<file path="config.mk">
export PLATFORM = sky130hd
export DESIGN_NAME = pulse_count_ctrl
export DESIGN_NICKNAME = d
export VERILOG_FILES = /design/src/rtl/pcc_pkg.sv /design/src/rtl/pcc_idle_timer.sv /design/src/rtl/pulse_count_ctrl.sv
export SDC_FILE = /design/constraint.sdc
export NUM_CORES = 1
export LEC_CHECK = 0
export ABC_AREA = 0
export CORE_MARGIN = 2
export CORE_UTILIZATION = 50
export DETAILED_ROUTE_END_ITERATION = 10
export PLACE_DENSITY = 0.73
export SLEW_MARGIN = 5
export SYNTH_ARGS = -nofsm -noshare
export SYNTH_HDL_FRONTEND = slang
export SYNTH_SLANG_ARGS = --single-unit
</file>
<file path="constraint.sdc">
create_clock -name clk -period 5.9 [get_ports clk]
set_input_delay 1.18 -clock clk [delete_from_list [all_inputs] [get_ports clk]]
set_output_delay 1.18 -clock clk [all_outputs]
set_load 0.05 [all_outputs]
</file>
<file path="src/rtl/pcc_pkg.sv">
// Shared definitions for the pulse-count run controller.
//   pcc_state_e  : run-controller FSM state encoding
//   DEF_*        : configuration values restored by reset
package pcc_pkg;

  typedef enum logic [1:0] {
    ST_IDLE  = 2'd0,
    ST_COUNT = 2'd1,
    ST_HIT   = 2'd2,
    ST_ERR   = 2'd3
  } pcc_state_e;

  localparam int unsigned DEF_THRESH  = 5;
  localparam int unsigned DEF_TIMEOUT = 0;
  localparam logic        DEF_AUTO    = 1'b0;

endpackage : pcc_pkg

</file>
<file path="src/rtl/pcc_idle_timer.sv">
// Idle timer for the run controller: counts consecutive data=0 cycles and
// reports when the configured timeout has been reached.
//   clk      : clock, rising edge
//   rst      : asynchronous active-high reset
//   clr_i    : clear the timer (takes priority over inc_i)
//   inc_i    : advance the timer by one
//   timeout_i: latched timeout value; 0 disables the timer
//   expired_o: timer holds timeout-1, so one more idle cycle ends the run
module pcc_idle_timer #(
  parameter int TMO_W = 16
) (
  input  logic             clk,
  input  logic             rst,
  input  logic             clr_i,
  input  logic             inc_i,
  input  logic [TMO_W-1:0] timeout_i,
  output logic             expired_o
);

  localparam logic [TMO_W-1:0] T_ONE = {{(TMO_W-1){1'b0}}, 1'b1};

  logic [TMO_W-1:0] timer_q;
  logic [TMO_W-1:0] timer_d;
  logic             enabled;

  assign enabled   = (timeout_i != '0);
  // timeout_i - 1 wraps when timeout_i is 0; the enable term masks that case.
  assign expired_o = enabled && (timer_q == (timeout_i - T_ONE));

  always_comb begin
    timer_d = timer_q;
    if (clr_i) begin
      timer_d = '0;
    end else if (inc_i && enabled && !expired_o) begin
      // Holding while disabled keeps the timer from wrapping on long idle runs.
      timer_d = timer_q + T_ONE;
    end
  end

  always_ff @(posedge clk or posedge rst) begin
    if (rst) begin
      timer_q <= '0;
    end else begin
      timer_q <= timer_d;
    end
  end

endmodule : pcc_idle_timer

</file>
<file path="src/rtl/pulse_count_ctrl.sv">
// Run controller for the serial-data event counter. Accepts a run
// configuration via valid/ready, counts data=1 cycles, pulses flag when the
// threshold is reached, optionally re-arms, and pulses timeout_err when data
// stays low too long.
//   clk, rst                : clock and asynchronous active-high reset
//   cfg_valid / cfg_ready   : configuration handshake (ready only in IDLE)
//   cfg_thresh/timeout/auto : configuration payload
//   start, abort            : run control
//   data                    : sampled serial input
//   flag, timeout_err       : one-cycle event pulses
//   busy, count             : run status
module pulse_count_ctrl
  import pcc_pkg::*;
#(
  parameter int CNT_W = 8,
  parameter int TMO_W = 16
) (
  input  logic             clk,
  input  logic             rst,
  input  logic             cfg_valid,
  output logic             cfg_ready,
  input  logic [CNT_W-1:0] cfg_thresh,
  input  logic [TMO_W-1:0] cfg_timeout,
  input  logic             cfg_auto,
  input  logic             start,
  input  logic             abort,
  input  logic             data,
  output logic             flag,
  output logic             timeout_err,
  output logic             busy,
  output logic [CNT_W-1:0] count
);

  localparam logic [CNT_W-1:0] C_ONE = {{(CNT_W-1){1'b0}}, 1'b1};

  pcc_state_e       state_q, state_d;
  logic [CNT_W-1:0] count_q, count_d;
  logic [CNT_W-1:0] thresh_q;
  logic [TMO_W-1:0] timeout_q;
  logic             auto_q;

  logic [CNT_W-1:0] eff_thresh;
  logic             cfg_accept;
  logic             tmr_clr;
  logic             tmr_inc;
  logic             tmr_expired;

  assign cfg_ready  = (state_q == ST_IDLE);
  assign cfg_accept = cfg_valid && cfg_ready;
  assign eff_thresh = (thresh_q == '0) ? C_ONE : thresh_q;

  // Configuration only changes while idle, so it is stable for a whole run.
  always_ff @(posedge clk or posedge rst) begin
    if (rst) begin
      thresh_q  <= CNT_W'(DEF_THRESH);
      timeout_q <= TMO_W'(DEF_TIMEOUT);
      auto_q    <= DEF_AUTO;
    end else if (cfg_accept) begin
      thresh_q  <= cfg_thresh;
      timeout_q <= cfg_timeout;
      auto_q    <= cfg_auto;
    end
  end

  pcc_idle_timer #(
    .TMO_W(TMO_W)
  ) u_idle_timer (
    .clk      (clk),
    .rst      (rst),
    .clr_i    (tmr_clr),
    .inc_i    (tmr_inc),
    .timeout_i(timeout_q),
    .expired_o(tmr_expired)
  );

  always_comb begin
    state_d = state_q;
    count_d = count_q;
    tmr_clr = 1'b0;
    tmr_inc = 1'b0;
    if (abort) begin
      // Leaving HIT/ERR un-entered is what suppresses the pending pulse.
      state_d = ST_IDLE;
      count_d = '0;
      tmr_clr = 1'b1;
    end else begin
      unique case (state_q)
        ST_IDLE: begin
          if (start) begin
            state_d = ST_COUNT;
            count_d = '0;
            tmr_clr = 1'b1;
          end
        end
        ST_COUNT: begin
          if (data) begin
            tmr_clr = 1'b1;
            if (count_q == (eff_thresh - C_ONE)) begin
              state_d = ST_HIT;
              count_d = eff_thresh;
            end else begin
              count_d = count_q + C_ONE;
            end
          end else if (tmr_expired) begin
            state_d = ST_ERR;
          end else begin
            tmr_inc = 1'b1;
          end
        end
        ST_HIT: begin
          tmr_clr = 1'b1;
          if (auto_q) begin
            // The HIT-cycle sample starts the next run; with a threshold of
            // one it completes that run immediately.
            if (data && (eff_thresh == C_ONE)) begin
              state_d = ST_HIT;
              count_d = C_ONE;
            end else begin
              state_d = ST_COUNT;
              count_d = {{(CNT_W-1){1'b0}}, data};
            end
          end else begin
            state_d = ST_IDLE;
          end
        end
        ST_ERR: begin
          state_d = ST_IDLE;
        end
        default: begin
          state_d = ST_IDLE;
        end
      endcase
    end
  end

  always_ff @(posedge clk or posedge rst) begin
    if (rst) begin
      state_q <= ST_IDLE;
      count_q <= '0;
    end else begin
      state_q <= state_d;
      count_q <= count_d;
    end
  end

  assign flag        = (state_q == ST_HIT);
  assign timeout_err = (state_q == ST_ERR);
  assign busy        = (state_q != ST_IDLE);
  assign count       = count_q;

endmodule : pulse_count_ctrl

</file>
**After elaboration in Yosys (flattened, before gate mapping)**

Cells that the tools add are included.

- Add/subtract/negate cells: 4
- Eq/ne operators: 11
- Muxes and demuxes: 26
- Reduce and logical (&&, ||, !) cells: 14

Operators with widths:

| operator | count |
|---|---|
| two-way mux 8 bit | 6 |
| two-way mux 16 bit | 2 |
| one-hot mux 8 bit (3 select lines) | 1 |
| adder 16 x 1 -> 16 bit (second input constant) | 1 |
| == test 16 bit | 1 |
| nonzero test 16 bit | 1 |
| subtractor 16 x 1 -> 16 bit (second input constant) | 1 |
| two-way mux 2 bit | 7 |
| adder 8 x 1 -> 8 bit (second input constant) | 1 |
| == test 8 x 1 -> 1 bit (second input constant) | 1 |
| == test 8 bit | 1 |
| zero test 8 bit | 1 |
| two-way mux 1 bit | 8 |
| one-hot mux 2 bit (4 select lines) | 1 |
| subtractor 8 x 1 -> 8 bit (second input constant) | 1 |
| logical AND 1 bit | 5 |
| == test 2 bit (second input constant) | 2 |
| != test 4 x 3 -> 1 bit (second input constant) | 1 |
| != test 4 bit (second input constant) | 1 |
| AND reduction 4 bit | 1 |
| nonzero test 2 bit | 2 |
| nonzero test 4 bit | 1 |
| != test 3 x 1 -> 1 bit (second input constant) | 1 |
| != test 3 x 2 -> 1 bit (second input constant) | 1 |
| other kinds (6) | 6 |

- Register bits after elaboration: 51
- Input bits: 31
- Output and inout bits: 12
- Word-level logic and storage cells: 61

**Depth between registers and ports, before layout**

Gate-level depths: netlist of run 1.

- Word-level depth: 11
- Gate-level depth with buffers: 12
- Depth with buffers taken out: 11

**By module**

A second synthesis of run 1 with hierarchy kept.

- Cells, all modules: 360
- Area total of the unflattened synthesis: 3520.9 um^2

By module, submodules not included:

| module | times used | cells each | area an instance (um^2) | seq. area each (um^2) |
|---|---|---|---|---|
| pulse_count_ctrl | 1 | 187 | 2040.7 | 878.3 |
| pcc_idle_timer | 1 | 173 | 1480.2 | 400.4 |

**Worst setup path before layout of run 1**

Ideal clock, no wire load.

- Path kind: reg2reg
- Start: reg timeout_q[0]
- End: reg u_idle_timer.timer_q[0]
- Setup time: 132 ps
- Arrival: 2540 ps
- Required time: 5768 ps
- Setup slack: 3228 ps
- Stages on the path, launching flop included: 13
- Buffers on the path: 2
- Period minus slack after synthesis: 2672 ps
- Path through: dfrtp_1 -> buf_2 -> inv_1 -> ha_1 -> nor3b_2 -> nand3_1 -> a32o_1 -> nor4_2 -> nand4_4 -> nand3_4 -> buf_6 -> xor2_1 -> nor2_1

- Word-level cells in the longest chain between the ends: 10
- Elaborated cells on any way between the ends: 12
- Classes of those cells: add/sub: 1; eq/ne: 1; mux: 4; reduce/logical: 6

Ends and longest elaborated chain:

| element | RTL line | RTL |
|---|---|---|
| start, declared | pulse_count_ctrl.sv:39 | `logic [TMO_W-1:0] timeout_q;` |
| start signal, assigned | pulse_count_ctrl.sv:56 | `timeout_q <= TMO_W'(DEF_TIMEOUT);` |
| start signal, assigned | pulse_count_ctrl.sv:60 | `timeout_q <= cfg_timeout;` |
| subtractor 16 x 1 -> 16 bit | pcc_idle_timer.sv:28 | `assign expired_o = enabled && (timer_q == (timeout_i - T_ONE));` |
| == test 16 bit | pcc_idle_timer.sv:28 |  |
| logical AND 1 bit | pcc_idle_timer.sv:28 |  |
| two-way mux 1 bit | pulse_count_ctrl.sv:104 | `end else if (tmr_expired) begin` |
| two-way mux 1 bit | pulse_count_ctrl.sv:96 | `if (data) begin` |
| two-way mux 1 bit | pulse_count_ctrl.sv:87 | `unique case (state_q)` |
| two-way mux 1 bit | pulse_count_ctrl.sv:81 | `if (abort) begin` |
| logical AND 1 bit | pcc_idle_timer.sv:34 | `end else if (inc_i && enabled && !expired_o) begin` |
| logical AND 1 bit * | pcc_idle_timer.sv:34 |  |
| nonzero test 2 bit (no line) * | - |  |
| end signal, assigned | pcc_idle_timer.sv:44 | `timer_q <= timer_d;` |
| end, declared | pcc_idle_timer.sv:22 | `logic [TMO_W-1:0] timer_q;` |

Mark *: on every way between the ends. The rest lies on a longest branch, timed or not.
A chain may end at the register's enable or synchronous reset.

**Worst setup path after layout of run 1**

- Start: in data
- End: reg count_q[2] (netlist: count[2])

- Word-level cells in the longest chain between the ends: 2

Ends and longest elaborated chain:

| element | RTL line | RTL |
|---|---|---|
| start, declared | pulse_count_ctrl.sv:27 | `input logic data,` |
| != test 3 bit (no line) | - |  |
| AND reduction 4 bit (no line) | - |  |
| end signal, assigned | pulse_count_ctrl.sv:142 | `count_q <= count_d;` |
| end, declared | pulse_count_ctrl.sv:37 | `logic [CNT_W-1:0] count_q, count_d;` |

Every way passes these cells.

==> run summary, run 1 <==
Status = finished, final reports clean
Synth area leaders = dfrtp_1 35%, mux2_2 8.0%, xor2_1 4.7%
Headroom to the max-slew limit = 26.8%
DR vias = 2986
Drt via density = 5.94
Layout area overhead = 16.3%
Final Hold Viols = 0
Post-Syn Instances = 373
CP Cell Sequence = clkdlybuf4s50_1 > nand2b_1 > o21ai_0 > nor4b_1 > nand2_1 > a31oi_1 > nor2b_1 > o21ai_0 > o21ai_0
Clk slew on worst S/H paths = 100 ps
Total track usage = 22.0%
Worst hold path type = register to register
Largest net degree at the start of global routing = 52
Clock buffer depth = 2
Worst setup SP type = input port
Pwr Density = 397 mW/mm²
Die width = 88.1 µm
# Post-CTS Setup Buffers = 0
Cell Rows = 30
Cell family with most CP delay = simple AND/OR/NAND/NOR gates
RSZ-0062 raised after global routing = false
Die height = 88.1 µm
Fin crit period = 3310 ps
Leak = 1.63 nW
WP buf/inv = 1
Main flop type after synthesis = dfrtp_1
CP most frequent cell = o21ai_0
Hold buffer count at CTS = 0
Post-Syn Nets = 415
PortBufs = 42
Setup TNS = 0 ps
Initial Utilization = 51.7%
Setup Viol. Count Final = 0
Number of DRC violations after detailed-routing iteration 0 = 132
Post-synthesis area per instance = 9.47 µm²
Most frequent cell after synthesis = dfrtp_1
Seq/Total Area, Yosys = 36.2%
Initial antenna violation count = 0
Worst skew pair latency = 310 ps
Routed len/inst = 16.1 µm
Synth async-reset ratio = 100%
Final worst path period share = 56.0%
First-pass GRT wire length = 13.5 mm
Most instantiated cells after synthesis = 49 x dfrtp_1, 26 x nor2_1, 25 x mux2_2
Post-synth EDFFs = 0
VDD IR max = 0.499 mV
Die area = 0.00776 mm²
Pint = 932 µW
Synth top area share = 34.7%
H-Tree Depth = 2
Final Core Density = 60.2%
Combinational share of power = 45.7%
Slew at the pin closest to its max-slew limit = 1100 ps
Crit path required time = 6120 ps
# diodes = 0
Global route total overflow = 0
Switching pwr = 699 µW
Worst R2R Setup Slack = 2640 ps
WS Path Type = input port to register
Flop pwr share = 38.3%
CP peak stage delay = 560 ps
Post-cts sizing count = 0
Layout cells sized above 1 = 13.0%
Dpl hpwl = 5.91 mm
Crit path capture type = register
# DRC = 0
Core area = 0.00683 mm²
CTS tree = yes
Switching share of total power = 42.8%
CTS Buf Count = 5
Ports = 43
Max cap viols = 0
DRT Wirelength = 8.12 mm
Highest-delay cell along the critical path = clkdlybuf4s50_1
Worst path arrival time = 3530 ps
Vias in the first global route = 2842
Max-slew violations = 0
Placer Congestion = 0.840
Cell type with the largest total area after synthesis = dfrtp_1
Top achievable clock speed = 302 MHz
Mapped Area = 0.00353 mm²
Final #Nets = 448
Clock power frac = 16.0%
Final ANT Viol Nets = 0
Crit path max fanout = 8
CTS sink count = 51
Yosys warns = 0
Root Driver = clkbuf_8
Pre-antenna DRT Iters = 5
Worst-case clock skew = 13.0 ps
Synth Register Bits = 51
Distinct cells, synth = 60
-- layout make-up --
type	count	area (µm²)
clock buffer	6	82.6
clock inverter	2	35.0
fill	617	2720
inverter	21	78.8
multi-input combinational	284	2090
sequential	51	1280
tap	96	120
timing repair buffer	43	428
-- sequential cells by signal, summed over array words and instances (netlist names) --
signal                count
count                     8
u_idle_timer.timer_q     16
timeout_q                16
thresh_q                  8
auto_q                    1
state_q                   2
-- cell families after synthesis --
group           share of synthesized area (%)
compound gates                           13.8
simple gates                             22.9
buf+inv                                  4.75
fa+ha+maj                                3.90
xor+xnor                                 8.18
flops                                    36.2
mux                                      10.2
-- layout by cell type, fill, tap and decap left out, types with 3 or more instances in the layout --
master	n
a211o_1	3
a21oi_1	13
a31oi_1	4
and3_1	3
clkbuf_8	6
clkdlybuf4s50_1	42
dfrtp_1	49
ha_1	11
inv_1	20
mux2_2	25
mux2i_1	8
nand2_1	14
nand2b_1	7
nand3_1	18
nand4_1	12
nor2_1	26
nor2b_1	7
nor3_1	9
nor4_1	6
nor4_2	5
o2111ai_1	3
o211ai_1	4
o21ai_0	17
o22ai_1	5
o31ai_1	5
or3_1	11
or4_1	5
xnor2_1	14
xor2_1	19
-- metal layers --
metal	GRT usage (%)	vias to the layer above	wire, µm
met5	0	-	0
met4	5.92	0	73
met3	3.30	6	294
met2	37.9	70	4110
met1	29.0	1475	3640
li1	-	1435	-
-- worst register-to-register path, cell delays in order (launching register included) --
cell and delay, ps:
dfrtp_1 490, inv_1 130, ha_1 350, nor3b_2 580
a21oi_1 170, o2111ai_1 220, nand3_1 170, nand4_4 170
nand3_4 190, or4_1 560, a21oi_1 160
-- path summary, 6_finish.rpt --
check | startpoint | endpoint | cells after the start
max | data | count[2]$_DFFE_PP0P_ | 9
min | u_idle_timer.timer_q[15]$_DFFE_PP0P_ | u_idle_timer.timer_q[15]$_DFFE_PP0P_ | 2
max reg2reg | timeout_q[0]$_DFFE_PP0P_ | u_idle_timer.timer_q[11]$_DFFE_PP0P_ | 10
min reg2reg | u_idle_timer.timer_q[15]$_DFFE_PP0P_ | u_idle_timer.timer_q[15]$_DFFE_PP0P_ | 2
max in group asynchronous | rst | count[2]$_DFFE_PP0P_ | 2
min in group asynchronous | rst | timeout_q[4]$_DFFE_PP0P_ | 2
-- power groups by stage --
| stage | logic, mW | registers (mW) | clock network, mW |
|---|---|---|---|
| after detailed placement | 0.742 | 0.627 | 0 |
| after floorplan | 0.657 | 0.539 | 0 |
| after global placement | 0.720 | 0.623 | 0 |
| final | 0.745 | 0.624 | 0.261 |
| after global routing | 0.823 | 0.645 | 0.283 |
| after CTS | 0.747 | 0.622 | 0.266 |
-- stage by stage --
step	instances	worst slack, ps	hold slack (ps)	cell area [µm²]	total power, mW
final	503	2590	559	4110	1.63
after global routing	503	2370	591	4110	1.75
after CTS	503	2640	570	4110	1.64
after detailed placement	495	2320	547	3990	1.37
after global placement	495	2380	527	3990	1.34
after floorplan	373	3230	500	3530	1.20
No activity file was read; power rests on OpenSTA's default activity.
==> run 2: changes to the inputs <==
--- a/config.mk
+++ b/config.mk
@@ -9,7 +9,7 @@
 export CORE_MARGIN = 2
 export CORE_UTILIZATION = 50
 export DETAILED_ROUTE_END_ITERATION = 10
-export PLACE_DENSITY = 0.73
+export PLACE_DENSITY = 0.76
 export SLEW_MARGIN = 5
 export SYNTH_ARGS = -nofsm -noshare
 export SYNTH_HDL_FRONTEND = slang
==> constraint.sdc (replaced) <==
create_clock -name clk -period 2.9 [get_ports clk]
set_input_delay 0.58 -clock clk [delete_from_list [all_inputs] [get_ports clk]]
set_output_delay 0.58 -clock clk [all_outputs]
set_load 0.05 [all_outputs]
==> run 2 against run 1 <==
Effect of this change:
- register-to-register slack got worse by 2500 ps
- combinational power up 140%
- sequential share of layout area shrank 1.3 points
- total power increased by 110%
- global-route usage grew 0.33 points
- flip-flop and latch count did not move
- critical path depth grew 1
- final cell count grew 3.6%
- worst hold slack lost 13 ps
==> run summary, run 2 (same netlist as run 1, synthesis figures left out) <==
Status = finished, final reports clean
Headroom to the max-slew limit = 63.7% (+37 points)
Crit path capture type = register
Max-slew violations = 0 (unchanged)
Worst skew pair latency = 310 ps (about the same)
Crit path max fanout = 16 (+8)
Cell Rows = 30 (unchanged)
Slew at the pin closest to its max-slew limit = 543 ps (-554 ps)
CTS sink count = 51 (unchanged)
Drt via density = 5.84 (-1.6%)
Layout cells sized above 1 = 18.8% (+5.8 points)
Filler cells = 614 (-0.49%)
RSZ-0062 raised after global routing = true
Ports = 43 (unchanged)
Final #Nets = 466 (+4.0%)
Max cap viols = 0 (unchanged)
Multi-input gate area = 0.00214 mm² (+2.5%)
Placer Congestion = 0.937 (+12%)
Hold buffer count at CTS = 0 (unchanged)
Root Driver = clkbuf_8
Worst hold path type = input port to asynchronous set/reset pin
Die width = 88.1 µm (unchanged)
Total track usage = 22.3% (+0.33 points)
Dpl hpwl = 6.34 mm (+7.3%)
Post-Place Worst Slack = -14.0 ps (-2330 ps)
WP buf/inv = 1 (unchanged)
Top achievable clock speed = 367 MHz
First-pass GRT wire length = 13.9 mm (+3.0%)
Initial Utilization = 51.7% (unchanged)
Final worst path period share = 94.0%
Post-place instance area = 0.00412 mm² (+3.2%)
PortBufs = 42 (unchanged)
Pre-antenna DRT Iters = 4 (-1)
Die height = 88.1 µm (unchanged)
Global route total overflow = 0 (unchanged)
Commonest cells after routing, fill and taps aside = 48 x dfrtp_1, 42 x clkdlybuf4s50_1, 26 x nor2_1, 25 x mux2_2, 20 x inv_1
# diodes = 0 (unchanged)
DRT Wirelength = 8.42 mm (+3.7%)
Leak = 1.73 nW (+5.7%)
Pwr Density = 810 mW/mm² (+100%)
DR vias = 3042 (+1.9%)
Setup TNS = 0 ps (unchanged)
Worst path arrival time = 2920 ps (-610 ps)
Most common cell after layout, fill and taps aside = dfrtp_1
Final Hold Viols = 0 (unchanged)
CTS tree = yes
CTS Buf Count = 5 (unchanged)
Clk slew on worst S/H paths = 100 ps (about the same)
VDD IR max = 0.698 mV (+40%)
Layout area overhead = 21.5%
Fin crit period = 2730 ps
Cell family with most CP delay = simple AND/OR/NAND/NOR gates
Die area = 0.00776 mm² (unchanged)
Reg area = 0.00128 mm² (about the same)
Post-route cell area = 0.00429 mm² (+4.4%)
Largest net degree at the start of global routing = 26 (-50%)
Final ANT Viol Nets = 0 (unchanged)
Worst setup SP type = register
Number of DRC violations after detailed-routing iteration 0 = 153 (+16%)
Vias in the first global route = 2914 (+2.5%)
Highest-delay cell along the critical path = dfrtp_2
Crit path required time = 3100 ps (-3020 ps)
H-Tree Depth = 2 (unchanged)
Final Total Pwr = 3.48 mW (+110%)
Setup Viol. Count Final = 0 (unchanged)
Core area = 0.00683 mm² (unchanged)
Final WS setup = 173 ps (-2420 ps)
Largest registers = timeout_q: 16 flops, u_idle_timer.timer_q: 16 flops
CP peak stage delay = 460 ps (-100 ps)
Routed len/inst = 16.2 µm (+0.16%)
Clock buffer depth = 2 (unchanged)
Post-Layout Cell Count = 521 (+3.6%)
Initial antenna violation count = 0 (unchanged)
Worst-case clock skew = 7.15 ps (-5.89 ps)
WS Path Type = register to register
# DRC = 0 (unchanged)
CP Cell Sequence = inv_1 > ha_4 > nor3b_4 > nand3_1 > a32o_1 > nor4_2 > nand4_4 > nand3_4 > o311ai_0 > o41ai_1
Placed insts = 512 (+3.4%)
==> run 2: stage by stage <==
| stage | hold WS (ps) | util (%) |
|---|---|---|
| floorplan | 500 | - |
| global placement | 545 | 60.3 |
| detailed placement | 547 | 60.3 |
| CTS | 539 | 62.1 |
| global route | 556 | 62.8 |
| finish | 546 | 62.8 |
==> run 2: final timing paths <==
path | to | slack (ps) | startpoint | cells past startpoint
hold / removal | count[7]$_DFFE_PP0P_ | 550 | rst | 2
setup / recovery | u_idle_timer.timer_q[5]$_DFFE_PP0P_ | 170 | timeout_q[1]$_DFFE_PP0P_ | 10
min in group clk | u_idle_timer.timer_q[15]$_DFFE_PP0P_ | 560 | u_idle_timer.timer_q[15]$_DFFE_PP0P_ | 2
setup reg to reg | u_idle_timer.timer_q[5]$_DFFE_PP0P_ | 170 | timeout_q[1]$_DFFE_PP0P_ | 10
max in group asynchronous | thresh_q[0]$_DFFE_PP1P_ | 1720 | rst | 3
hold reg to reg | u_idle_timer.timer_q[15]$_DFFE_PP0P_ | 560 | u_idle_timer.timer_q[15]$_DFFE_PP0P_ | 2
==> run 2: layer usage <==
metal | wire (µm) | global-route usage [%]
met5 | 0 | 0
met4 | 139 | 6.06
met3 | 306 | 2.92
met2 | 4290 | 39.8
met1 | 3680 | 28.5
==> run 2: where the power goes <==
group	internal, mW	leakage (nW)	switching [mW]
logic	0.828	1.02	0.951
clock network	0.257	0.0581	0.250
registers	0.916	0.651	0.272
total	2.00	1.73	1.47
==> run 2: cell type report <==
cell class,count,area share (%)
Tap cell,96,2.80
Clock inverter,3,1.02
Clock buffer,5,1.60
Sequential cell,51,29.8
Multi-Input combinational cell,284,49.8
Inverter,21,1.84
Timing Repair Buffer,61,13.1
==> run 2: what timing repair did <==
item,4_1_cts,5_1_grt
setup endpoints to repair,6,22
buffers inserted,0,1
gates resized for setup,1,12
endpoints found under the hold margin,0,0
pin swaps,0,1
==> RTL edit (settings of run 1) <==
`DEF_AUTO`: 1'b0 -> 1'b1.
--- a/src/rtl/pcc_pkg.sv
+++ b/src/rtl/pcc_pkg.sv
@@ -13,5 +13,5 @@
   localparam int unsigned DEF_THRESH  = 5;
   localparam int unsigned DEF_TIMEOUT = 0;
-  localparam logic        DEF_AUTO    = 1'b0;
+  localparam logic        DEF_AUTO    = 1'b1;
 
 endpackage : pcc_pkg
Behaviour: not the same (a bounded check fails within 10 cycles, from zero or initial values and one cycle with rst high).
==> RTL edit against run 1 <==
- total power shrank 3.7%
- worst hold slack lost 0.0032 ns
- setup slack gained 0.045 ns
- count of clock-buffer cells in the layout is the same
- cell area shrank 0.76%
- clock skew grew 0.0023 ns
- synthesized cell count is the same
- area after synthesis is essentially flat
- sequential cell count is the same
- routed wire length shrank 1.8%
- cell count is the same
- critical endpoint unchanged
==> RTL edit: results (changes against run 1) <==
[yosys]
synth_cell_types=60  ; unchanged
yosys-top-cells-count=48 x dfrtp_1, 26 x nor2_1, 25 x mux2_2, 21 x inv_1, 19 x xor2_1
seq_area_frac_synth_pct=36.2  ; about the same
syn-num-nets=415  ; unchanged
yosys_warnings=0  ; unchanged
synth_area_leaders=dfrtp_1 34%, mux2_2 8.0%, xor2_1 4.7%

[placed_design]
gp_congestion=0.867  ; +3.2%
preCtsSetupSlack_ns=2.35  ; +0.0379 ns
dp_hpwl_um=5850  ; -1.1%

[global_route]
grt_max_degree=52  ; unchanged
gr-usage-all-layers_pct=21.5  ; -0.48 points
grt_pass1_wl_um=13300  ; -0.93%
grt_pass1_vias=2927  ; +3.0%

[power]
p_leak_nw=1.61  ; -1.3%
peakVddDrop_mv=0.361  ; -28%
p_sw_uw=690  ; -1.3%

[sta]
worst_pin_slew_ns=1.10  ; -0.000301 ns
finalClockSkew_ns=0.0154  ; +0.00233 ns

[cts]
htreeDepth=2  ; unchanged
post_cts_resized=0  ; unchanged
post_cts_buffers=0  ; unchanged
clkTransAtPathRegs_ns=0.10  ; about the same

[outcome]
status=finished, final reports clean

[layout]
final_net_count=448  ; unchanged

[drt]
via_per_inst=5.83  ; -1.8%
drtIter0Drc=149  ; +13%
wl_per_cell_um=15.8  ; -1.8%
dr.pass1.iters=4  ; -1

[worst_hold_path]
hold_path_class=reg -> reg

[setup_path]
arrival_ns=3.51  ; -0.02 ns
cp_max_fo=8  ; unchanged

[RTL edit: changes by cell type after synthesis, sizes merged]
cell	change
dfstp	+1
dfrtp	-1
[RTL edit: power groups by stage]
stage / clock network (mW) / registers [mW] / logic (mW)
floorplan: 0 / 0.541 / 0.657
global placement: 0 / 0.626 / 0.719
detailed placement: 0 / 0.628 / 0.737
CTS: 0.211 / 0.622 / 0.743
global route: 0.227 / 0.645 / 0.815
finish: 0.207 / 0.624 / 0.738
[RTL edit: logic make-up after synthesis]
kind of cell	synth area share, %
AND/OR/NAND/NOR	22.9
multiplexers	10.2
AO/OA/AOI/OAI	13.8
flip-flops	36.2
adder cells (fa/ha/maj)	3.89
buffers and inverters	4.74
XOR/XNOR	8.18
[RTL edit: metrics by stage]
step                hold WS (ns)  util, %  instances  total power, mW  area (um2)
detailed placement         0.529     58.5        495             1.36        3990
CTS                        0.549     59.7        503             1.58        4080
global placement           0.526     58.5        495             1.34        3990
finish                     0.556     59.7        503             1.57        4080
floorplan                  0.500        -        373             1.20        3530
global route               0.591     59.7        503             1.69        4080
[RTL edit: layout make-up]
class	count	area, um2
Clock buffer	6	72.6
Multi-Input combinational cell	284	2090
Fill cell	605	2750
Tap cell	96	120
Clock inverter	2	12.5
Inverter	21	78.8
Sequential cell	51	1280
Timing Repair Buffer	43	428
[RTL edit: metal layers]
layer	up-vias	GRT usage [%]	part of all wire [%]
li1	1430	-	-
met1	1455	28.2	46
met2	42	37.0	51
met3	4	4.43	2.8
met4	0	4.55	0.53
met5	-	0	0
[RTL edit: final timing paths]
path	from	to	slack, ns	cells past startpoint
worst max-delay path	data	count[2]	2.64	9
worst min-delay path	u_idle_timer.timer_q[15]	u_idle_timer.timer_q[15]	0.56	2
worst max register to register	timeout_q[0]	u_idle_timer.timer_q[5]	2.66	10
worst min register to register	u_idle_timer.timer_q[15]	u_idle_timer.timer_q[15]	0.56	2
max in group asynchronous	rst	state_q[0]	3.79	2
min in group asynchronous	rst	timeout_q[7]	1.42	2
[RTL edit: critical path: stages]
cell             delay (ns)
clkdlybuf4s50_1        0.56
nand2b_1               0.17
o21ai_0                0.12
nor4b_1                0.38
nand2_1                0.27
a31oi_1                0.48
nor2b_1                0.19
o21ai_0                0.07
o21ai_0                0.09
